## src/rtl/hazard_stall_ctrl.sv

```systemverilog
// Stall and sequencing controller for a 5-stage MIPS pipe: Tuse/Tnew data hazards,
// multiply/divide busy sequencing, PC/FD enables, D/E bubble and a stall-cycle counter.
module hazard_stall_ctrl #(
   parameter int unsigned MULT_LAT = 5,
   parameter int unsigned DIV_LAT  = 10,
   parameter int unsigned CNT_W    = 4
) (
   input  logic        clk,
   input  logic        reset,
   input  logic [4:0]  rs_D,
   input  logic [4:0]  rt_D,
   input  logic [1:0]  tuse_rs,
   input  logic [1:0]  tuse_rt,
   input  logic [4:0]  a3_E,
   input  logic [1:0]  tnew_E,
   input  logic [4:0]  a3_M,
   input  logic [1:0]  tnew_M,
   input  logic        md_op_D,
   input  logic        md_start_E,
   input  logic        md_kind_E,
   output logic        en_PC,
   output logic        en_FD,
   output logic        clr_DE,
   output logic        md_busy,
   output logic        md_done,
   output logic        md_err,
   output logic [31:0] stall_cnt
);

   typedef enum logic [0:0] {
      MD_IDLE = 1'b0,
      MD_BUSY = 1'b1
   } md_state_e;

   localparam logic [CNT_W-1:0] MULT_LOAD = CNT_W'(MULT_LAT);
   localparam logic [CNT_W-1:0] DIV_LOAD  = CNT_W'(DIV_LAT);
   localparam logic [CNT_W-1:0] CNT_LAST  = CNT_W'(1);

   md_state_e        state_q, state_d;
   logic [CNT_W-1:0] cnt_q, cnt_d;
   logic             md_err_q, md_err_d;
   logic [31:0]      stall_cnt_q, stall_cnt_d;

   logic stall_rs;
   logic stall_rt;
   logic stall_md;
   logic stall_raw;
   logic stall_act;

   // A source register stalls when a producer in E or M writes it and its result
   // will not be ready by the time D needs it; $zero never carries a dependency.
   function automatic logic src_hazard(
      input logic [4:0] src,
      input logic [1:0] tuse,
      input logic [4:0] dst_e,
      input logic [1:0] tnew_e,
      input logic [4:0] dst_m,
      input logic [1:0] tnew_m
   );
      logic hit_e;
      logic hit_m;
      hit_e = (src == dst_e) && (tnew_e > tuse);
      hit_m = (src == dst_m) && (tnew_m > tuse);
      return (src != 5'd0) && (hit_e || hit_m);
   endfunction

   always_comb begin
      stall_rs  = src_hazard(rs_D, tuse_rs, a3_E, tnew_E, a3_M, tnew_M);
      stall_rt  = src_hazard(rt_D, tuse_rt, a3_E, tnew_E, a3_M, tnew_M);
      stall_md  = md_op_D && (md_busy || md_start_E);
      stall_raw = stall_rs | stall_rt | stall_md;
      // Reset overrides the pipeline controls so the front end keeps flowing.
      stall_act = stall_raw & reset;
   end

   always_comb begin
      en_PC  = ~stall_act;
      en_FD  = ~stall_act;
      clr_DE = stall_act;
   end

   always_comb begin
      md_busy   = (state_q == MD_BUSY);
      md_done   = (state_q == MD_BUSY) && (cnt_q == CNT_LAST);
      md_err    = md_err_q;
      stall_cnt = stall_cnt_q;
   end

   // Multiply/divide sequencer; a start seen while busy (including the final
   // busy cycle) is dropped and only latches the sticky error flag.
   always_comb begin
      state_d  = state_q;
      cnt_d    = cnt_q;
      md_err_d = md_err_q;
      unique case (state_q)
         MD_IDLE: begin
            if (md_start_E) begin
               cnt_d   = md_kind_E ? DIV_LOAD : MULT_LOAD;
               state_d = MD_BUSY;
            end
         end
         MD_BUSY: begin
            cnt_d = cnt_q - CNT_LAST;
            if (cnt_q == CNT_LAST) begin
               state_d = MD_IDLE;
            end
            if (md_start_E) begin
               md_err_d = 1'b1;
            end
         end
         default: begin
            state_d = MD_IDLE;
            cnt_d   = '0;
         end
      endcase
   end

   always_comb begin
      stall_cnt_d = stall_cnt_q;
      if (stall_raw && (stall_cnt_q != '1)) begin
         stall_cnt_d = stall_cnt_q + 32'd1;
      end
   end

   always_ff @(posedge clk) begin
      if (!reset) begin
         state_q     <= MD_IDLE;
         cnt_q       <= '0;
         md_err_q    <= 1'b0;
         stall_cnt_q <= '0;
      end else begin
         state_q     <= state_d;
         cnt_q       <= cnt_d;
         md_err_q    <= md_err_d;
         stall_cnt_q <= stall_cnt_d;
      end
   end

endmodule

```

## config.mk

```make
export PLATFORM = sky130hd
export DESIGN_NAME = hazard_stall_ctrl
export DESIGN_NICKNAME = d
export VERILOG_FILES = /design/src/rtl/hazard_stall_ctrl.sv
export SDC_FILE = /design/constraint.sdc
export NUM_CORES = 1
export LEC_CHECK = 0
export CAP_MARGIN = 10
export CELL_PAD_IN_SITES_DETAIL_PLACEMENT = 0
export CELL_PAD_IN_SITES_GLOBAL_PLACEMENT = 1
export CORE_ASPECT_RATIO = 0.7
export CORE_MARGIN = 1.5
export CORE_UTILIZATION = 30
export CTS_BUF_LIST = sky130_fd_sc_hd__clkbuf_8
export DETAILED_ROUTE_END_ITERATION = 12
export PLACE_DENSITY = 0.74
export SYNTH_ARGS = -nofsm -noshare
export SYNTH_HDL_FRONTEND = slang
export SYNTH_SLANG_ARGS = --single-unit
```

## constraint.sdc

```tcl
create_clock -name clk -period 3.7 [get_ports clk]
set_clock_uncertainty 0.15 [all_clocks]
set_input_delay 0.925 -clock clk [delete_from_list [all_inputs] [get_ports clk]]
set_output_delay 0.925 -clock clk [all_outputs]
set_load 0.02 [all_outputs]
```

==> metrics.csv <==
stage,metric,value,unit
status,run_status,completed,
clocking,ctsRootBufferMaster,sky130_fd_sc_hd__clkbuf_8,
detailed_routing,detail_route.first_pass.iterations,4,
timing,finalCritPeriodShare,98.9,%
setup_path,critical_path_required,2620,ps
clocking,cts_htree_levels,2,
clocking,cts_inserted_buffers,5,
die,die-area,8720,sq um
pwr,power-per-cell-area,273,nW/um^2
die,floorplan.initialDensity,31.1,%
placement,place_congestion,0.828,
setup_path,worst_path_max_delay_cell,sky130_fd_sc_hd__nor4_2,
die,die_x,111,um
finish,design.final.nets,419,
timing,fin_crit,3660,ps
job,max_cap_violations,0,
grt,initial_antenna_violation_count,0,
timing,pins_over_their_slew_limit,0,
grt,groute.usage.overall,16.1,%
yosys,avgSynthCellArea,8.10,sq um
die,core-area,7870,sq um
detailed_routing,detail_route.vias_per_cell,5.22,
grt,grt_max_degree,55,
yosys,synthesis.nets,346,
die,die_height,78.6,um
pwr,static-leakage-power,1.29,nW
clocking,holdBufCountCts,0,
yosys,ys_ff_latch,38,
clocking,clock_sink_count,38,
clocking,clk_transition_reported_paths,70,ps
setup_path,timing.critical_path.buf_inv,3,
pwr,vdd_drop_max,0.152,mV
detailed_routing,route.vias.total,2489,
setup_path,timing.critical_path.to_type,output port,
finish,final_cell_count_no_fill,477,
placement,buffer_ports.inserted,70,
setup_path,worst-path-max-fanout,3,
yosys,synth-seq-area-share,31.1,%
clocking,worst_skew_pair.late_latency,290,ps
yosys,syn_inst,302,
finish,final_layout_size_suffix_gt1_share,13.0,%
setup_path,cp_cell_sequence,"clkdlybuf4s15_1, ha_4, nand2_1, nand4_1, nor4_2, o22ai_2, and3_4, nand2b_4, inv_2, buf_6",
finish,antenna-diode-count,0,
clocking,cts-root-to-sink-buffers,2,
timing,hold_violations,0,
yosys,ys_types,41,
finish,flow.area_growth_from_synthesis,44.9,%
timing,setup_violations,0,
detailed_routing,postRouteAntennaNets,0,
setup_path,crit_family,simple AND/OR/NAND/NOR gates,
finish,final_util,45.1,%
timing,worst_slew_margin,57.2,%
yosys,number_of_warning_messages_in_the_yosys_log,0,
setup_path,critical_path.startpoint,tnew_M[1],
detailed_routing,drt-total-wl,7110,um
yosys,synth_area,2450,sq um
setup_path,worst_ep_arrival_time,2580,ps
detailed_routing,drc_errors,0,
timing,maximum_clock_frequency,0.273,GHz
setup_path,criticalPathCategory,input pin to output port,
hold_path,hp-class,register to register,
die,floorplan.rows,27,
timing,timing.final.ws_setup,41.3,ps
grt,first_global_vias,2331,
placement,placed_cells_incl_taps,468,
grt,globalRoute.totalOverflow,0,
grt,wire_length_of_the_first_global_routing_pass,11600,um
setup_path,start_kind,input pin,
setup_path,critical_path.max_stage_delay,310,ps
placement,hpwlAfterDp,5040,um
die,top_level_ports,71,
detailed_routing,avgRoutedWirePerCell,14.9,um
hold_path,hold_path.startpoint,md_err$_SDFFE_PN0P_,
clocking,cts_tree,yes,
timing,slew_at_the_pin_closest_to_its_max_slew_limit,643,ps
detailed_routing,drt_iter0_drc,173,
placement,pre_cts_ws,-726,ps
setup_path,regToRegStartpoint,stall_cnt[4]$_SDFFE_PN0P_,
## worst reg2reg max path, delay by kind of cell (launching register included)
kind               cells  cell delay (ps)
DFF                    1              450
AOI/OAI and AO/OA      1               60
and+or+nand+nor        6             1920
## state kept, by name, summed over array words and instances (netlist names)
| signal | flops |
|---|---|
| cnt_q | 4 |
| md_busy | 1 |
| md_err | 1 |
| stall_cnt | 32 |
## area by class of cell
type / count / area, sq um
fill: 775 / 4320
multi-input combinational: 233 / 1690
timing repair buffer: 83 / 808
sequential: 38 / 761
tap: 101 / 126
clock buffer: 8 / 110
inverter: 14 / 52.6
## metrics by stage
step,cell area [sq um],total power [mW],hold WS (ps),setup TNS [ps]
after global placement,3280,0.620,318,-2190
final,3550,0.967,333,0
after CTS,3480,0.973,333,0
after detailed placement,3280,0.621,317,-2930
after floorplan,2460,0.539,330,-17.4
after global routing,3550,1.02,366,-7.62
## report_power, final
part	internal, mW	leakage (nW)	switching (mW)
registers	0.418	0.308	0.0112
clock network	0.188	0.0575	0.150
logic	0.0954	0.920	0.104
## cell families after synthesis
family	Yosys count	share of synthesized area, %
compound gates	62	16.0
xor+xnor	20	7.16
fa+ha+maj	11	5.62
buf+inv	31	5.83
flops	38	31.1
mux	9	3.68
simple gates	131	30.6
## synth_stat cells, drive strengths merged
cell type / n / share of area, %
o22ai: 2 / 0.51
dfxtp: 38 / 31
ha: 11 / 5.6
o31ai: 13 / 4.0
nand2b: 11 / 2.8
nor3b: 1 / 0.31
nor4bb: 1 / 0.41
clkbuf: 7 / 1.1
a31oi: 2 / 0.51
nand2: 30 / 4.6
nand3: 13 / 2.7
o311a: 2 / 0.82
or3: 8 / 2.0
inv: 14 / 2.1
o21a: 1 / 0.31
and2: 1 / 0.26
and3: 8 / 2.0
o21ai: 11 / 2.2
o31a: 1 / 0.36
buf: 10 / 2.6
nor2b: 4 / 1.0
or4: 16 / 4.9
nor2: 8 / 1.2
nor4b: 1 / 0.36
nor3: 5 / 1.0
o211ai: 1 / 0.31
o41ai: 2 / 0.72
a2111oi: 1 / 0.61
nand4: 10 / 2.8
mux2i: 9 / 3.7
o311ai: 2 / 0.72
nand3b: 3 / 0.92
and4: 4 / 1.4
xnor2: 13 / 4.7
a21oi: 24 / 4.9
nor4: 7 / 1.8
xor2: 7 / 2.5
## routing by layer
| metal | part of all wire [%] | wire length (um) | vias up | global-route usage, % |
|---|---|---|---|---|
| met3 | 5.1 | 366 | 2 | 3.71 |
| met5 | 0 | 0 | - | 0 |
| met2 | 45 | 3170 | 47 | 25.1 |
| li1 | - | - | 1267 | - |
| met1 | 50 | 3550 | 1173 | 23.0 |
| met4 | 0.34 | 24 | 0 | 2.82 |
## final timing paths
| kind | to | slack (ps) | cells past startpoint |
|---|---|---|---|
| max | clr_DE | 40 | 10 |
| min | md_err$_SDFFE_PN0P_ | 330 | 2 |
| max reg2reg | stall_cnt[16]$_SDFFE_PN0P_ | 1020 | 7 |
| min reg2reg | md_err$_SDFFE_PN0P_ | 330 | 2 |
## cell usage in the layout, fill, tap and decap left out, types with 3 or more instances in the layout
| cell type | instances |
|---|---|
| sky130_fd_sc_hd__a21oi_1 | 24 |
| sky130_fd_sc_hd__xor2_1 | 7 |
| sky130_fd_sc_hd__clkdlybuf4s50_1 | 43 |
| sky130_fd_sc_hd__o21ai_0 | 10 |
| sky130_fd_sc_hd__inv_1 | 9 |
| sky130_fd_sc_hd__nand3_1 | 13 |
| sky130_fd_sc_hd__or4_1 | 15 |
| sky130_fd_sc_hd__clkbuf_8 | 8 |
| sky130_fd_sc_hd__ha_1 | 5 |
| sky130_fd_sc_hd__nor2b_1 | 3 |
| sky130_fd_sc_hd__xnor2_1 | 12 |
| sky130_fd_sc_hd__nor4_1 | 4 |
| sky130_fd_sc_hd__nand2_1 | 29 |
| sky130_fd_sc_hd__buf_4 | 13 |
| sky130_fd_sc_hd__or3_1 | 8 |
| sky130_fd_sc_hd__dlygate4sd2_1 | 11 |
| sky130_fd_sc_hd__and3_1 | 7 |
| sky130_fd_sc_hd__nand2b_1 | 10 |
| sky130_fd_sc_hd__dfxtp_1 | 38 |
| sky130_fd_sc_hd__inv_2 | 5 |
| sky130_fd_sc_hd__nand4_1 | 9 |
| sky130_fd_sc_hd__o31ai_1 | 13 |
| sky130_fd_sc_hd__nand3b_1 | 3 |
| sky130_fd_sc_hd__nor4_2 | 3 |
| sky130_fd_sc_hd__buf_6 | 3 |
| sky130_fd_sc_hd__nor2_1 | 8 |
| sky130_fd_sc_hd__ha_4 | 6 |
| sky130_fd_sc_hd__and4_1 | 4 |
| sky130_fd_sc_hd__mux2i_1 | 9 |
| sky130_fd_sc_hd__dlymetal6s2s_1 | 10 |
| sky130_fd_sc_hd__nor3_1 | 5 |
## repair_timing
item	in CTS	in global routing
setup endpoints to repair	3	3
pin swaps	16	14
resized for setup	53	16
buffers inserted	0	1
Note: power is estimated with default switching activity, not from simulation.
